[src/rtl/period_meter32.sv]
// period_meter32: measures clk cycles between rising edges of an asynchronous pulse input,
// reporting each interval with a valid strobe and flagging edge-free windows with timeout.
module period_meter32 #(
  parameter int          SYNC_STAGES = 2,
  parameter logic [31:0] MAX_PERIOD  = 32'hFFFF_FFFF
) (
  input  logic        clk,
  input  logic        rst,
  input  logic        enable,
  input  logic        in_pulse,
  output logic [31:0] period_out,
  output logic        valid,
  output logic        timeout,
  output logic        measuring
);
  typedef enum logic [1:0] {IDLE, ARM, MEASURE} state_t;
  state_t state, state_n;
  logic [SYNC_STAGES-1:0] sync;
  logic hist, pulse_edge, valid_n, timeout_n;
  logic [31:0] cnt, cnt_n, period_n;
  assign pulse_edge = sync[SYNC_STAGES-1] & ~hist;
  assign measuring = state == MEASURE;
  always_ff @(posedge clk or negedge rst) begin
    if (!rst) begin
      sync <= '0;
      hist <= 1'b0;
      state <= IDLE;
      cnt <= '0;
      period_out <= '0;
      valid <= 1'b0;
      timeout <= 1'b0;
    end else begin
      sync <= {sync[SYNC_STAGES-2:0], in_pulse};
      hist <= sync[SYNC_STAGES-1];
      state <= state_n;
      cnt <= cnt_n;
      period_out <= period_n;
      valid <= valid_n;
      timeout <= timeout_n;
    end
  end
  // enable low overrides everything; in MEASURE an edge beats the timeout
  always_comb begin
    state_n = state;
    cnt_n = cnt;
    period_n = period_out;
    valid_n = 1'b0;
    timeout_n = 1'b0;
    if (!enable) begin
      state_n = IDLE;
      cnt_n = '0;
    end else begin
      case (state)
        IDLE: begin
          state_n = ARM;
          cnt_n = '0;
        end
        ARM: if (pulse_edge) begin
          state_n = MEASURE;
          cnt_n = 32'd1;
        end
        MEASURE: begin
          if (pulse_edge) begin
            period_n = cnt;
            valid_n = 1'b1;
            cnt_n = 32'd1;
          end else if (cnt == MAX_PERIOD) begin
            timeout_n = 1'b1;
            cnt_n = '0;
            state_n = ARM;
          end else begin
            cnt_n = cnt + 32'd1;
          end
        end
        default: state_n = IDLE;
      endcase
    end
  end
endmodule
[config.mk]
export PLATFORM = sky130hd
export DESIGN_NAME = period_meter32
export DESIGN_NICKNAME = d
export VERILOG_FILES = /design/src/rtl/period_meter32.sv
export SDC_FILE = /design/constraint.sdc
export NUM_CORES = 1
export LEC_CHECK = 0
export CORE_UTILIZATION = 45
export DETAILED_ROUTE_END_ITERATION = 8
export PLACE_DENSITY = 0.71
export SYNTH_ARGS = -nofsm -noshare
export SYNTH_HDL_FRONTEND = slang
export SYNTH_SLANG_ARGS = --single-unit
[constraint.sdc]
create_clock -name clk -period 6.4 [get_ports clk]
set_input_delay 1.28 -clock clk [delete_from_list [all_inputs] [get_ports clk]]
set_output_delay 1.28 -clock clk [all_outputs]
set_load 0.01 [all_outputs]
==> metrics.md <==
| Metric | Value |
|---|---|
| Status | complete, no violations |
| Die Width | just under 90 µm |
| Drt initial violations | roughly 100 |
| Sw Share | 0.278 |
| RSZ-0062 raised after global routing | no |
| Setup WS post-layout | 3.26 ns |
| Total power | 914 µW |
| Share of cells above drive strength 1 | 0.149 |
| Average cell area after synthesis | 11.1 µm² |
| ANT nets after route | 0 |
| Boundary Pins | 39 |
| Fin util | 0.563 |
| Slew of the pin with the lowest slew margin | 1.13 ns |
| Vias per cell | 5.29 |
| Site Rows | 30 |
| Detail Placement HPWL | 4.11 mm |
| Max Cap Violations | 0 |
| Final min period | 3.14 ns |
| Gp weighted congestion | 0.775 |
| Kind of critical path | input port to flop |
| Largest net degree at the start of global routing | between 70 and 80 |
| Post-synth EDFFs | 0 |
| Crit path from | enable |
| Die area | ~7600 µm² |
| Slowest stage delay, CP | 0.62 ns |
| Yosys top cell by area | dfrtp_1 |
| Critical path required time | 6.62 ns |
| CTS tree | built |
| Top cells by area, synth | dfrtp_1, mux2_2, xnor2_1 |
| Most frequent cells in the layout | dfrtp_1, clkdlybuf4s50_1, nor2_1 |
| Commonest non-fill, non-tap cell in the layout | dfrtp_1 |
| Switch Pwr | 254 µW |
| Postcts setup bufs | 0 |
| Worst-skew pair later-pin latency | ~0.34 ns |
| Hold slack | 0.351 ns |
| R2r endpoint | cnt[20]$_DFFE_PN0P_ |
| Initial Util | 0.472 |
| Final Hold Fails | 0 |
| Slowest-stage cell, CP | a21boi_2 |
| All-layer global routing usage | 0.179 |
| Max Slew Vio Count | 0 |
| Buf+Inv Stages, Crit Path | 2 |
| Sequential share of the synthesized area | 0.547 |
| R2R Path Start | cnt[5]$_DFFE_PN0P_ |
| Remaining routing DRC violations | 0 |
| Grt ovf | 0 |
| CTS Hold Buffers Added | 0 |
| Bufs on Longest Clock Path | 2 |
| Internal power | ~660 µW |
| R2R depth | 6 |
| Total negative slack | 0 ns |
| Number of synthesized register bits | 71 |
| R2r setup slk | 3.88 ns |
| Worst slew margin | 0.240 |
| Vias in the first global route | 2193 |
| Worst path depth | 6 |
| Pre-Repair DR Iteration Count | 4 |
| Antenna diodes | 0 |
| Sequential share of power | 0.511 |
| Vias | 2280 |
| Fin crit share | 0.491 |
| Post-Syn Instances | between 200 and 300 |
| Mapped cell area | 3250 µm² |
| Buffers on Ports | 38 |
| Hold crit path type | flop to flop |
| Netlist cell types | 39 |
| Total power per unit cell area | 236 nW/µm² |
| Htree depth | 3 |
| Peak supply drop | approximately 130 µV |
| CTS Buf Count | 9 |
| Initial antenna violation count | 0 |
| # resized after CTS | 0 |
| Logic gate share of total power | 0.151 |
| Die Y | 86.9 µm |
| Clk_skew | 0.00427 ns |
| Max Freq | 318 MHz |
| Nets | 341 |
| DP Worst Slack | 2.90 ns |
| Global-route wire length before repair | 10.3 mm |
| P_leak | 0.00164 µW |
| CP endpoint | cnt[20]$_DFFE_PN0P_ |
| Synth top area share | 0.547 |
| Final setup vio count | 0 |
| WP data arrival | 3.36 ns |
| Largest delay share family, worst path | compound AO/OA/AOI/OAI gates |
| Clock sinks | 71 |
| Post-synth ARST share | 1.00 |
| Cell Chain, Critical Path | clkdlybuf4s50_1, or4b_1, o21a_1, a21boi_2, buf_4, nor2_1 |
| Core area | about 6900 µm² |
| Area delta synth->final | 19.2% |
| Clock Power Share | 0.339 |
| Routed len/inst | about 14 µm |
| Reg clk slew, reported paths | 0.07 ns |
| Clock Tree Root | clkbuf_8 |
| Final wirelength | 6.05 mm |
| Post-synth top flop | dfrtp_1 |
| Crit-path max FO | 17 |
| Startpoint Class | input port |
| Synth Warn # | 0 |
| Crit end category | flop |
| Mapped Nets | 302 |
==> logic make-up (layout without fill, tap and decap cells) <==
| logic type | count (synthesis) | count (layout) | synth area share |
|---|---|---|---|
| AO/OA/AOI/OAI | 31 | 31 | 0.0571 |
| XOR/XNOR | 23 | 23 | 0.0621 |
| AND/OR/NAND/NOR | 111 | 111 | 0.184 |
| flip-flops | 71 | 71 | 0.547 |
| multiplexers | 29 | 29 | 0.0998 |
| buffers and inverters | 23 | 65 | 0.0305 |
| adder cells (fa/ha/maj) | 5 | 5 | 0.0193 |
==> worst min path at each step <==
stage,end,startpoint,cells past startpoint,slack [ns]
global placement,sync[1]$_DFF_PN0_,sync[0]$_DFF_PN0_,0,0.34
detailed placement,sync[1]$_DFF_PN0_,sync[0]$_DFF_PN0_,0,0.34
global route,sync[1]$_DFF_PN0_,sync[0]$_DFF_PN0_,0,0.35
finish,sync[1]$_DFF_PN0_,sync[0]$_DFF_PN0_,0,0.35
floorplan,sync[1]$_DFF_PN0_,sync[0]$_DFF_PN0_,0,0.33
CTS,sync[1]$_DFF_PN0_,sync[0]$_DFF_PN0_,0,0.35
==> synth_stat cells, types with 2 or more instances <==
master / count
dfrtp_1: 71
clkbuf_1: 7
nor2_1: 30
nor4_1: 10
mux2i_1: 2
o21ai_0: 11
and3_1: 4
xor2_1: 2
nand3_1: 13
ha_1: 5
nand4_1: 4
nor3_1: 8
o31ai_1: 3
or4_1: 3
mux2_2: 27
o211ai_1: 2
or3_1: 5
inv_1: 10
buf_2: 4
and4_1: 5
a21oi_1: 9
and4_4: 2
xnor2_1: 21
nand2_1: 20
==> registers in the layout, indices dropped and copies added (netlist names) <==
name,count
sync,2
valid,1
state,2
period_out,32
timeout,1
cnt,32
hist,1
==> power groups by stage <==
stage / Clock (µW) / Sequential [µW] / Combinational (µW)
floorplan: 0 / 473 / 94.8
global placement: 0 / 474 / 133
detailed placement: 0 / 475 / 138
CTS: 320 / 466 / 138
global route: 338 / 468 / 155
finish: 310 / 467 / 138
==> cell type report <==
| class | instances | area (µm²) |
|---|---|---|
| clock buffer | 13 | 159 |
| clock inverter | 1 | 5.00 |
| fill | 588 | 3000 |
| inverter | 10 | 37.5 |
| multi-input combinational | 199 | 1370 |
| sequential | 71 | 1780 |
| tap | 96 | 120 |
| timing repair buffer | 41 | 398 |
==> routing by layer <==
metal / vias to the layer above / routed length (µm) / track usage / share of wire
met5: - / 0 / 0 / 0
met4: 0 / 150 / 0.0939 / 0.025
met3: 13 / 178 / 0.0341 / 0.029
met2: 49 / 2890 / 0.286 / 0.48
met1: 1111 / 2830 / 0.232 / 0.47
li1: 1107 / - / - / -
==> per-stage QoR <==
| step | area [µm²] | instances |
|---|---|---|
| after CTS | 3870 | 431 |
| after global routing | 3870 | 431 |
| after floorplan | 3250 | 293 |
| after detailed placement | 3710 | 417 |
| final | 3870 | 431 |
| after global placement | 3710 | 417 |
(Power assumes the default switching activity.)
